**config.mk**
```make
export PLATFORM = sky130hd
export DESIGN_NAME = fetch_buffer
export DESIGN_NICKNAME = d
export VERILOG_FILES = /design/src/rtl/fetch_pkg.sv /design/src/rtl/fetch_buffer_ptr.sv /design/src/rtl/fetch_buffer.sv
export SDC_FILE = /design/constraint.sdc
export NUM_CORES = 1
export LEC_CHECK = 0
export CELL_PAD_IN_SITES_DETAIL_PLACEMENT = 0
export CELL_PAD_IN_SITES_GLOBAL_PLACEMENT = 2
export CORE_AREA = 8 8 140 272
export CTS_BUF_LIST = sky130_fd_sc_hd__clkbuf_8 sky130_fd_sc_hd__clkbuf_16
export DETAILED_ROUTE_END_ITERATION = 8
export DIE_AREA = 0 0 148 280
export DONT_BUFFER_PORTS = 1
export PLACE_DENSITY_LB_ADDON = 0.1
export REMOVE_ABC_BUFFERS = 1
export SLEW_MARGIN = 40
export SYNTH_ARGS = -nofsm -noshare
export SYNTH_HDL_FRONTEND = slang
export SYNTH_SLANG_ARGS = --single-unit
```
**constraint.sdc**
```tcl
create_clock -name clk -period 5.4 [get_ports clk]
set_input_delay 0.81 -clock clk [delete_from_list [all_inputs] [get_ports clk]]
set_output_delay 0.81 -clock clk [all_outputs]
set_load 0.05 [all_outputs]
```
**src/rtl/fetch_pkg.sv**
```systemverilog
// Shared definitions for the fetch buffer: bubble instruction, entry layout and
// performance counter width.
package fetch_pkg;

    localparam logic [31:0] NOP_INSTR  = 32'h0000_0013;
    localparam int unsigned FB_XLEN    = 64;
    localparam int unsigned PERF_CNT_W = 32;

    typedef struct packed {
        logic [31:0]        instr;
        logic [FB_XLEN-1:0] pc;
    } fb_entry_t;

endpackage

```
**src/rtl/fetch_buffer_ptr.sv**
```systemverilog
// Wrapping FIFO pointer: async active-low clear, synchronous clear (flush) with
// priority over the increment enable.
module fetch_buffer_ptr #(
    parameter int unsigned PW = 3
)(
    input  logic          clk,
    input  logic          reset,
    input  logic          clear,
    input  logic          inc,
    output logic [PW-1:0] ptr
);

    always_ff @(posedge clk or negedge reset) begin
        if (!reset) begin
            ptr <= '0;
        end else if (clear) begin
            ptr <= '0;
        end else if (inc) begin
            ptr <= ptr + PW'(1);
        end
    end

endmodule

```
**src/rtl/fetch_buffer.sv**
```systemverilog
// Instruction FIFO between IFU and Decode; presents a NOP bubble when empty.
// Optional perf counters (starve / full-offer cycles) under FETCH_BUFFER_PERF_EN.
module fetch_buffer
    import fetch_pkg::*;
#(
    parameter int unsigned DEPTH = 4,
    parameter int unsigned XLEN  = 64,
    parameter logic [31:0] NOP   = NOP_INSTR
)(
    input  logic                       clk,
    input  logic                       reset,
    input  logic [31:0]                InstrF,
    input  logic [XLEN-1:0]            PCF,
    input  logic                       InstrValidF,
    output logic                       FetchBufReadyF,
    input  logic                       StallD,
    input  logic                       FlushD,
    output logic [31:0]                InstrD,
    output logic [XLEN-1:0]            PCD,
    output logic                       FetchBufValidD,
    output logic [$clog2(DEPTH):0]     FetchBufCountD
`ifdef FETCH_BUFFER_PERF_EN
    ,
    output logic [PERF_CNT_W-1:0]      FetchBufStarveCnt,
    output logic [PERF_CNT_W-1:0]      FetchBufFullCnt
`endif
);

    localparam int unsigned AW = $clog2(DEPTH);
    localparam int unsigned PW = AW + 1;

    typedef struct packed {
        logic [31:0]     instr;
        logic [XLEN-1:0] pc;
    } entry_t;

    entry_t        mem [DEPTH];
    entry_t        headEntry;
    logic [PW-1:0] rp;
    logic [PW-1:0] wp;
    logic          empty;
    logic          full;
    logic          push;
    logic          pop;

    assign empty = (rp == wp);
    assign full  = (rp[AW-1:0] == wp[AW-1:0]) && (rp[AW] != wp[AW]);

    // Ready depends on pointer state only, so a full buffer refuses a push even
    // when Decode pops in the same cycle.
    assign push = InstrValidF & ~full;
    assign pop  = ~empty & ~StallD;

    fetch_buffer_ptr #(.PW(PW)) u_rp (
        .clk   (clk),
        .reset (reset),
        .clear (FlushD),
        .inc   (pop),
        .ptr   (rp)
    );

    fetch_buffer_ptr #(.PW(PW)) u_wp (
        .clk   (clk),
        .reset (reset),
        .clear (FlushD),
        .inc   (push),
        .ptr   (wp)
    );

    always_ff @(posedge clk) begin
        if (push) begin
            mem[wp[AW-1:0]] <= '{instr: InstrF, pc: PCF};
        end
    end

    assign headEntry = mem[rp[AW-1:0]];

    always_comb begin
        InstrD = NOP;
        PCD    = '0;
        if (!empty) begin
            InstrD = headEntry.instr;
            PCD    = headEntry.pc;
        end
    end

    assign FetchBufValidD = ~empty;
    assign FetchBufReadyF = ~full;
    assign FetchBufCountD = wp - rp;

`ifdef FETCH_BUFFER_PERF_EN
    logic [PERF_CNT_W-1:0] starveCnt;
    logic [PERF_CNT_W-1:0] fullCnt;

    // Saturating counters; flush deliberately leaves them untouched.
    always_ff @(posedge clk or negedge reset) begin
        if (!reset) begin
            starveCnt <= '0;
            fullCnt   <= '0;
        end else begin
            if (empty && !StallD && !FlushD && (starveCnt != '1)) begin
                starveCnt <= starveCnt + PERF_CNT_W'(1);
            end
            if (full && InstrValidF && (fullCnt != '1)) begin
                fullCnt <= fullCnt + PERF_CNT_W'(1);
            end
        end
    end

    assign FetchBufStarveCnt = starveCnt;
    assign FetchBufFullCnt   = fullCnt;
`endif

endmodule
```
* Word level (Yosys, flattened, before mapping)
Memory sizes are Yosys's and may differ from the RTL's.
Cells that the tools add are included.
** Storage, ports and cells
- Bits in registers :: 6
- RAM bits :: 384
- Bits of input ports :: 101
- Output and inout bits :: 101
- Word-level logic and storage cells :: 25
- Memories kept :: 1
** Memories
- mem :: words 4, width 96, rd ports 1, clocked after memory_dff 0, write ports 1, RTL line fetch_buffer.sv:37 : entry_t mem [DEPTH];
** Cells by class
- $add $sub $neg :: 3
- Equality and inequality tests :: 3
- Mux-type cells :: 8
- Bitwise operators :: 5
- Reductions and logical operators :: 3
** Operators by type and width (count)
- 64-bit 2-to-1 mux :: 1
- 32-bit 2-to-1 mux :: 1
- 3-bit 2-to-1 mux :: 4
- 3-bit by 1-bit adder with 3-bit output (second input constant) :: 2
- 2-bit nonzero test :: 2
- 3-bit equality test :: 1
- 1-bit inverter :: 3
- 3-bit subtractor :: 1
- 1-bit AND :: 2
- 2-bit equality test :: 1
- 1-bit 2-to-1 mux :: 2
- 1-bit logical AND :: 1
- 1-bit != test :: 1

* Depth between registers and ports, before layout
Gate-level depths: netlist of run 1.
- Depth in word-level cells :: 6
- Depth in mapped cells :: 11
- Mapped depth without buffers :: 6

* Cells and area by module
From an unflattened synthesis of run 1, not the netlist that was laid out.
** Unflattened totals
- Cells, all modules :: 662
- Area, all modules :: 15087.0 um^2
** By module, submodules not included
- fetch_buffer :: instances 1, cells an instance 640, area each 14814.2 um^2, seq. area each 11531.1 um^2
- fetch_buffer_ptr :: instances 2, cells an instance 11, area each 136.4 um^2, seq. area each 75.1 um^2

* Least setup slack after synthesis of run 1
OpenSTA, ideal clock, no wires.
- Path kind :: flip-flop to flip-flop
- Start :: reg u_rp.ptr[1]
- End :: mem mem[0][0] in the netlist's numbering, enable pin
- Library setup time :: 0.466 ns
- Arrival :: 3.852 ns
- Required time :: 4.934 ns
- Path slack :: 1.082 ns
- Cell stages (with the launch flop) :: 9
- Path buffers :: 3
- Clock period less this slack :: 4.318 ns
- Cell sequence :: dfrtp_1 buf_2 buf_2 buf_4 inv_1 ha_1 nand2_1 o21a_1 and2_1
** On the way
- Longest elaborated chain between the ends :: 6
** RTL lines
- start: declaration :: RTL line fetch_buffer_ptr.sv:10 : output logic [PW-1:0] ptr
- start signal: assignment :: RTL line fetch_buffer_ptr.sv:19 : ptr <= ptr + PW'(1);
- 2-bit equality test :: RTL line fetch_buffer.sv:47 : assign full = (rp[AW-1:0] == wp[AW-1:0]) && (rp[AW] != wp[AW]);
- 1-bit logical AND :: RTL line fetch_buffer.sv:47
- 1-bit inverter :: RTL line fetch_buffer.sv:51 : assign push = InstrValidF & ~full;
- 1-bit AND :: RTL line fetch_buffer.sv:51
- 1-bit 2-to-1 mux :: RTL line fetch_buffer.sv:71 : if (push) begin
- 1-bit 2-to-1 mux (not written as such) :: RTL line fetch_buffer.sv:72 : mem[wp[AW-1:0]] <= '{instr: InstrF, pc: PCF};
- end: declaration :: RTL line fetch_buffer.sv:37
No other way between the ends.

* Final worst setup path of run 1
- Start :: reg u_rp.ptr[1]
- End :: out InstrD[30]
** On the way
- Longest elaborated chain between the ends :: 2
- Elaborated cells on any way between the ends :: 3
- Classes of those cells :: 1 x eq/ne; 1 x mux; 1 x memory
** RTL lines
- memory read 4 x 96 bit or 3-bit equality test (tied branches)
- 32-bit 2-to-1 mux (*) :: RTL line fetch_buffer.sv:81 : if (!empty) begin
- end: declaration :: RTL line fetch_buffer.sv:18 : output logic [31:0] InstrD,
Mark *: on every way between the ends. The rest lies on a longest branch, timed or not.

==> results of run 1 <==
## logic make-up (layout without fill, tap and decap cells)
kind of cell    count (synthesis)  after routing  synth area share
flops                         390            390             0.764
fa+ha+maj                       8              8           0.00703
buf+inv                        42             92            0.0175
compound gates                 13             13           0.00581
xor+xnor                        2              2           0.00115
mux                            96             96             0.155
simple gates                  123            123            0.0497
## flip-flops by register name, indices dropped and copies added (netlist names)
name	flops
mem	384
u_rp.ptr	3
u_wp.ptr	3
## cell usage after synthesis, drive strengths merged (2+ instances only)
master,count
and2,99
buf,22
or4,2
nand3,2
xnor2,2
inv,7
nand4,5
edfxtp,384
a31oi,2
o311ai,2
clkbuf,13
or2,3
nand2,4
ha,7
dfrtp,6
nand2b,2
mux4,96
a21oi,4
## path summary, 6_finish.rpt
kind,depth (start not counted),start,to,slack [ns]
worst min-delay path,1,FlushD,u_wp.ptr[2],0.36
max in group asynchronous,1,reset,u_rp.ptr[1],4.46
worst max-delay path,7,u_rp.ptr[1],InstrD[30],0.75
worst min register to register,2,u_wp.ptr[2],u_wp.ptr[2],0.59
worst max register to register,6,u_rp.ptr[1],mem[0][45],2.22
min in group asynchronous,1,reset,u_wp.ptr[1],0.64
## per-stage QoR
stage / setup slack, ns / util / TNS [ns] / std cells
2_1_floorplan: -1.41 / - / -610.34 / 639
3_3_place_gp: 1.25 / 0.454 / 0 / 1100
3_5_place_dp: 1.17 / 0.456 / 0 / 1102
4_1_cts: 0.602 / 0.493 / 0 / 1168
5_1_grt: 0.472 / 0.494 / 0 / 1169
6_report: 0.751 / 0.494 / 0 / 1169
## critical path: cells and delay by family, from the launching register on
kind | cells | cell delay (ns)
simple gates | 3 | 0.96
flops | 1 | 0.82
buf+inv | 3 | 1.11
fa+ha+maj | 1 | 0.37
## metal layers
layer,track usage,up-vias,share of wire
li1,-,2840,-
met1,0.159,3389,0.36
met2,0.247,172,0.51
met3,0.0682,44,0.10
met4,0.0502,0,0.023
met5,0,-,0
## cells in the final DEF (no fill, tap or decap), drive strengths merged, types with 2 or more instances in the layout
cell type    n
nand4        5
nand2b       2
ha           7
clkinv      14
and2        99
a21oi        4
buf         19
dfrtp        6
inv         12
xnor2        2
or2          3
a31oi        2
bufinv       7
or4          2
edfxtp     384
nand2        4
mux4        96
o311ai       2
nand3        2
clkbuf      38
## final cells by class
cell class	instances	share of cell area
clock buffers	38	0.0555
clock inverters	27	0.0195
inverters	7	0.00161
multi-input cells	242	0.196
flip-flops and latches	390	0.682
well taps	445	0.0325
repair buffers	20	0.0128
## what timing repair did
action | CTS | global route
hold buffers | 1 | 0
gates resized for setup | 0 | 0
endpoints found under the hold margin | 6 | 0
setup buffers | 0 | 0
==> impl_metrics.yaml, run 1 <==
status:
  status: "finished, final reports clean"
cts:
  tritoncts: "built"
  cts.sinks: 390
  clk_pin_slew_ns: 0.06
  clk_path_buf_depth: 3
  clock_latency_ns: 0.53
  htree_num_levels: 2
  cts_buffers: 36
  cts_root_buffer: "clkbuf_16"
min_path:
  hold_class: "input pin to register"
flow_run:
  maxCapViolCount: 0
setup_path:
  required_ns: 4.59
  critPathKind: "register to output port"
  crit_arrival_ns: 3.84
  cp_slowest_cell: "dfrtp_4"
  worstPathMaxFanout: 48
  crit_top_cell: "and2_1"
  slowest_delay_ns: 0.82
  startpoint_type: "register"
  end_kind: "output port"
  path_cells: "inv_1 -> ha_1 -> and2_2 -> and2_1 -> clkinv_2 -> buf_4 -> and2_1"
synthesis:
  ys_top_cells_by_area: "edfxtp_1, mux4_1, mux4_2"
  ys_types: 36
  synth.ff_latch_count: 390
  async_flop_share: 0.0154
  yosysSeqAreaShare: 0.764
  syn_area_um2: 15300
  synth_cells: 674
  synth_ff_type: "edfxtp_1"
  yosys_warnings: 0
  syn_avg_cell_area_um2: 22.7
  synth_edf_count: 384
  synth_top_area_cell: "edfxtp_1"
  netlist.area_leader.share: 0.754
sta:
  slew_violations: 0
  fin_crit_ns: 4.65
  tightest_slew_ns: 0.787
  rsz0062_at_grt: "false"
  finalSetupViolations: 0
  holdWs_ns: 0.362
  max_slew_margin: 0.475
  hold_violations: 0
  period_share: 0.861
  finClkSkew_ns: 0.0235
  max_freq_mhz: 215
floorplanning:
  start_util: 0.441
  ioPinCount: 202
  die_area_um2: 41400
  fp-row-count: 97
  core_um2: 34700
  die_y_um: 280
  die_x_um: 148
finish:
  final_area_um2: 17100
  diodes: 0
  multi_input_comb_area_um2: 3360
  fill_cells: 2897
  seqCellArea_um2: 11700
  fin_nets: 806
  areaGrowthSynthToFinish_pct: 12.0
  drive_gt1_frac: 0.169
routing:
  vias_per_cell: 5.51
  wl_per_cell_um: 25.6
  via_count: 6445
  dr.pass1.iters: 4
  wirelength_um: 29900
  ant_nets: 0
  drt_iter0_markers: 324
  drcViolationCount: 0
global_route:
  grt.overflow.total: 0
  grt.total_usage: 0.146
  grt_max_degree: 62
  grt_pass1_vias: 7017
  grt_antenna_before_repair: 0
  grt_pass1_wl_um: 44800
place:
  dp_hpwl_um: 18500
  io_buffers: 0
  place_congestion: 0.687
  dpl-instance-area_um2: 15800
Power of run 1 is not shown: default switching activity piles up to over one toggle a cycle in this logic, so the estimate is an artifact.
==> inputs of run 2 (changes only) <==
--- a/constraint.sdc
+++ b/constraint.sdc
@@ -3,2 +3,2 @@
 set_output_delay 0.81 -clock clk [all_outputs]
-set_load 0.05 [all_outputs]
+set_load 0.005 [all_outputs]
==> impl_metrics.yaml, run 2 (same netlist as run 1, synthesis figures left out) <==
status:
  status: "finished, final reports clean"
setup_path:
  reg2reg_slack_ns: 2.18
  end_kind: "output port"
  worstPathMaxFanout: 48
  critPathKind: "register to output port"
  crit_arrival_ns: 3.36
  required_ns: 4.59
  startpoint_type: "register"
sta:
  setup_tns_ns: 0
  max_freq_mhz: 240
  hold_violations: 0
  fin_crit_ns: 4.17
  slew_violations: 0
  max_slew_margin: 0.486
  rsz0062_at_grt: "false"
  tightest_slew_ns: 0.772
  finClkSkew_ns: 0.0162
  finalSetupViolations: 0
  period_share: 0.772
power_and_ir_drop:
  ir_worst_vdd_v: 0.000304
  power.density_nw_per_um2: 512
  p_leak_nw: 5.39
floorplanning:
  fp-row-count: 97
  die_x_um: 148
  die_y_um: 280
  die_area_um2: 41400
  core_um2: 34700
  ioPinCount: 202
  start_util: 0.441
routing:
  wl_per_cell_um: 25.5
  vias_per_cell: 5.46
  dr.pass1.iters: 4
  via_count: 6348
  drt_iter0_markers: 285
  ant_nets: 0
  drcViolationCount: 0
  wirelength_um: 29700
finish:
  stdcell_count: 1162
  final_cell_mix: "edfxtp_1, and2_1, mux4_1, mux4_2, clkbuf_16"
  final_common_cell: "edfxtp_1"
  diodes: 0
  largest_reg_flops: 384
  drive_gt1_frac: 0.153
  fin_nets: 802
  areaGrowthSynthToFinish_pct: 10.7
global_route:
  grt.overflow.total: 0
  grt.total_usage: 0.143
  grt_pass1_wl_um: 43900
  grt_max_degree: 52
  grt_antenna_before_repair: 0
  grt_pass1_vias: 6846
cts:
  cts.sinks: 390
  htree_num_levels: 2
  tritoncts: "built"
  cts_root_buffer: "clkbuf_16"
  cts-resized-gates: 0
  clk_pin_slew_ns: 0.07
  clock_latency_ns: 0.52
  cts_buffers: 35
  clk_path_buf_depth: 3
place:
  dp_hpwl_um: 18800
  dp_cells: 1099
  io_buffers: 0
  place_congestion: 0.708
min_path:
  hold_class: "input pin to register"
flow_run:
  maxCapViolCount: 0
## run 2: cell types whose count changed in the layout (fill, tap and decap cells not counted), sizes merged
cell / delta
buf: -3
bufinv: -6
clkbuf: -1
clkinv: -2
clkinvlp: +2
inv: +3
## run 2: through the flow
step                hold slack, ns  instance area [um2]  total power (W)   util  setup WS, ns
detailed placement           0.515                15800          0.00658  0.456          1.62
global placement             0.515                15700          0.00651  0.454          1.58
CTS                          0.309                16900          0.00892  0.487          1.03
floorplan                    0.514                15100          0.00578      -         -1.41
global route                 0.320                16900          0.00917  0.488         0.919
finish                       0.342                16900          0.00867  0.488          1.23
## run 2: path summary, 6_finish.rpt
kind | endpoint | cells after the start | start
worst max-delay path | InstrD[16] | 7 | u_rp.ptr[0]
worst min register to register | u_wp.ptr[2] | 2 | u_wp.ptr[2]
worst max register to register | mem[2][42] | 7 | u_rp.ptr[0]
worst min-delay path | u_wp.ptr[2] | 1 | FlushD
max in group asynchronous | u_rp.ptr[1] | 1 | reset
min in group asynchronous | u_wp.ptr[2] | 1 | reset
## run 2: metal layers
metal | up-vias | routed length, um | track usage
li1 | 2834 | - | -
met1 | 3286 | 10300 | 0.148
met2 | 178 | 15400 | 0.248
met3 | 50 | 3240 | 0.0696
met4 | 0 | 731 | 0.0513
met5 | - | 0 | 0
## run 2: worst max-delay path, stage by stage, from the launching register on
cell and delay, ns:
dfrtp_4 0.74, buf_12 0.28, ha_1 0.33, and2_2 0.26, and2_1 0.18, inv_2 0.35, buf_4 0.43, and2_1 0.23
## run 2: layout make-up
| type | count | area, um2 |
|---|---|---|
| clock buffers | 37 | 926 |
| clock inverters | 24 | 136 |
| fillers | 2897 | 17800 |
| repair buffers | 17 | 234 |
| well taps | 445 | 557 |
| flip-flops and latches | 390 | 11700 |
| inverters | 7 | 26.3 |
| multi-input cells | 242 | 3360 |
## run 2: timing repair
item	in CTS	in global routing
hold buffers	1	0
hold endpoints to repair	6	0
setup buffers	0	0
## run 2: where the power goes
part           leakage [nW]  switching, W  internal (W)
combinational          1.24       0.00131      0.000982
sequential             3.60      0.000182       0.00389
clock                 0.538       0.00102       0.00129
total                  5.39       0.00251       0.00616
Note: power is estimated with default switching activity, not from simulation.
==> inputs of run 3 (changes only) <==
ABC_AREA = 1   (was not set)
CORE_AREA = 8 8 145 282   (was 8 8 140 272)
DIE_AREA = 0 0 153 290   (was 0 0 148 280)
clock period = 4.35 ns   (was 5.4 ns; I/O delays follow)
==> impl_metrics.yaml, run 3 <==
status:
  status: "finished, final reports clean"
cts:
  htree_num_levels: 2
  cts_buffers: 36
  clk_path_buf_depth: 3
  clock_latency_ns: 0.53
  cts_root_buffer: "clkbuf_16"
  cts.sinks: 390
  tritoncts: "built"
  clk_pin_slew_ns: 0.07
finish:
  multi_input_comb_area_um2: 3480
  fill_cells: 3328
  stdcell_count: 1672
  seqCellArea_um2: 11700
  diodes: 0
  fin_nets: 1299
  final_area_um2: 17200
  final_util: 0.464
  areaGrowthSynthToFinish_pct: 9.70
  drive_gt1_frac: 0.126
  final_cell_mix: "edfxtp_1, nor2_1, o21ai_0, a21oi_2, clkbuf_16"
  largest_reg_flops: 384
  final_common_cell: "edfxtp_1"
min_path:
  hold_class: "input pin to register"
place:
  io_buffers: 0
  place_ws_ns: 1.23
  place_congestion: 0.723
  dp_cells: 1610
  dpl-instance-area_um2: 16100
  dp_hpwl_um: 22200
setup_path:
  startpoint_type: "register"
  worstPathMaxFanout: 39
  crit_arrival_ns: 2.94
  critPathKind: "register to output port"
  end_kind: "output port"
  required_ns: 3.70
routing:
  wirelength_um: 38200
  dr.pass1.iters: 4
  ant_nets: 0
  vias_per_cell: 5.27
  via_count: 8808
  drt_iter0_markers: 476
  drcViolationCount: 0
  wl_per_cell_um: 22.8
sta:
  slew_violations: 0
  max_freq_mhz: 278
  tightest_slew_ns: 0.796
  fin_crit_ns: 3.60
  finClkSkew_ns: 0.0123
  rsz0062_at_grt: "false"
  finalSetupViolations: 0
  hold_violations: 0
  period_share: 0.827
  max_slew_margin: 0.469
  worst_slack_ns: 0.754
  setup_tns_ns: 0
synthesis:
  synth_edf_count: 384
  synth.most_common_cell: "edfxtp_1"
  syn_area_um2: 15700
  async_flop_share: 0.0154
  ys_top_cells_by_area: "edfxtp_1, nor2_1, o21ai_0"
  syn_avg_cell_area_um2: 13.1
  synth_cells: 1202
  yosys_warnings: 0
  ys_types: 26
  synth_ff_type: "edfxtp_1"
  synth.ff_latch_count: 390
  yosysSeqAreaShare: 0.743
  synthTopCellsByCount: "edfxtp_1, nor2_1, o21ai_0, a21oi_2, a21oi_1"
  synth_top_area_cell: "edfxtp_1"
  netlist.area_leader.share: 0.733
global_route:
  grt.total_usage: 0.171
  grt_pass1_vias: 8847
  grt.overflow.total: 0
  grt_antenna_before_repair: 0
  grt_pass1_wl_um: 57000
  grt_max_degree: 113
power_and_ir_drop:
  power.switching_w: 0.00240
  internal_power_w: 0.00635
  p_seq_frac: 0.497
  p_comb_frac: 0.164
  p_leak_nw: 5.72
  ir_worst_vdd_v: 0.000360
  power.density_nw_per_um2: 508
  p_sw_frac: 0.274
  clkPwrFrac: 0.340
flow_run:
  maxCapViolCount: 0
floorplanning:
  ioPinCount: 202
  fp-row-count: 100
  die_y_um: 290
  core_um2: 37200
  start_util: 0.423
  die_x_um: 153
  die_area_um2: 44400
==> run 3: final timing paths <==
kind | start | end | slack, ns | cells past startpoint
worst max-delay path | u_rp.ptr[1] | PCD[14] | 0.75 | 8
worst min-delay path | PCF[42] | mem[2][42] | 0.22 | 0
worst max register to register | u_rp.ptr[1] | mem[0][6] | 1.40 | 8
worst min register to register | u_wp.ptr[0] | u_wp.ptr[0] | 0.58 | 2
max in group asynchronous | reset | u_rp.ptr[0] | 3.63 | 1
min in group asynchronous | reset | u_rp.ptr[1] | 0.46 | 1
==> run 3: cells by family (layout without fill, tap and decap cells) <==
kind of cell | after synthesis | count (layout) | synth area share
AND/OR/NAND/NOR | 422 | 422 | 0.103
flip-flops | 390 | 390 | 0.743
AO/OA/AOI/OAI | 288 | 288 | 0.108
buffers and inverters | 93 | 104 | 0.0378
adder cells (fa/ha/maj) | 8 | 8 | 0.00684
XOR/XNOR | 1 | 1 | 0.000557
==> run 3: metrics by stage <==
| stage | hold slack (ns) | power (W) |
|---|---|---|
| after floorplan | 0.357 | 0.00536 |
| after global placement | 0.357 | 0.00592 |
| after detailed placement | 0.358 | 0.00593 |
| after CTS | 0.181 | 0.00892 |
| after global routing | 0.180 | 0.00915 |
| final | 0.215 | 0.00875 |
==> run 3: what timing repair did <==
action / CTS / global route
endpoints found under the hold margin: 6 / 0
hold buffers: 1 / 0
gates resized for setup: 0 / 0
buffers inserted: 0 / 0
==> run 3: power by group through the flow <==
stage	sequential [W]	clock [W]	combinational, W
2_1_floorplan	0.00452	0	0.000849
3_3_place_gp	0.00443	0	0.00149
3_5_place_dp	0.00443	0	0.00150
4_1_cts	0.00435	0.00307	0.00150
5_1_grt	0.00436	0.00318	0.00161
6_report	0.00435	0.00297	0.00143
==> run 3: area by class of cell <==
type                       count  share of cell area
clock inverter                24             0.00994
tap                          459              0.0333
inverter                      18             0.00435
timing repair buffer          25              0.0194
clock buffer                  37              0.0537
sequential                   390               0.678
multi-input combinational    719               0.202
==> run 3: layer usage <==
layer | global-route usage | vias up | wire [um] | share of wire
met5 | 0 | - | 0 | 0
met4 | 0.0577 | 0 | 995 | 0.026
met1 | 0.177 | 4313 | 13800 | 0.36
met3 | 0.0582 | 54 | 2930 | 0.077
li1 | - | 4229 | - | -
met2 | 0.314 | 212 | 20500 | 0.54
==> run 3: worst max-delay path, cell delays in order, from the launching register on <==
cell and delay (ns):
dfrtp_4 0.67, inv_4 0.04, ha_1 0.28, nand2_1 0.04, inv_1 0.10, nand3_4 0.16
inv_4 0.62, buf_4 0.36, a21oi_1 0.09
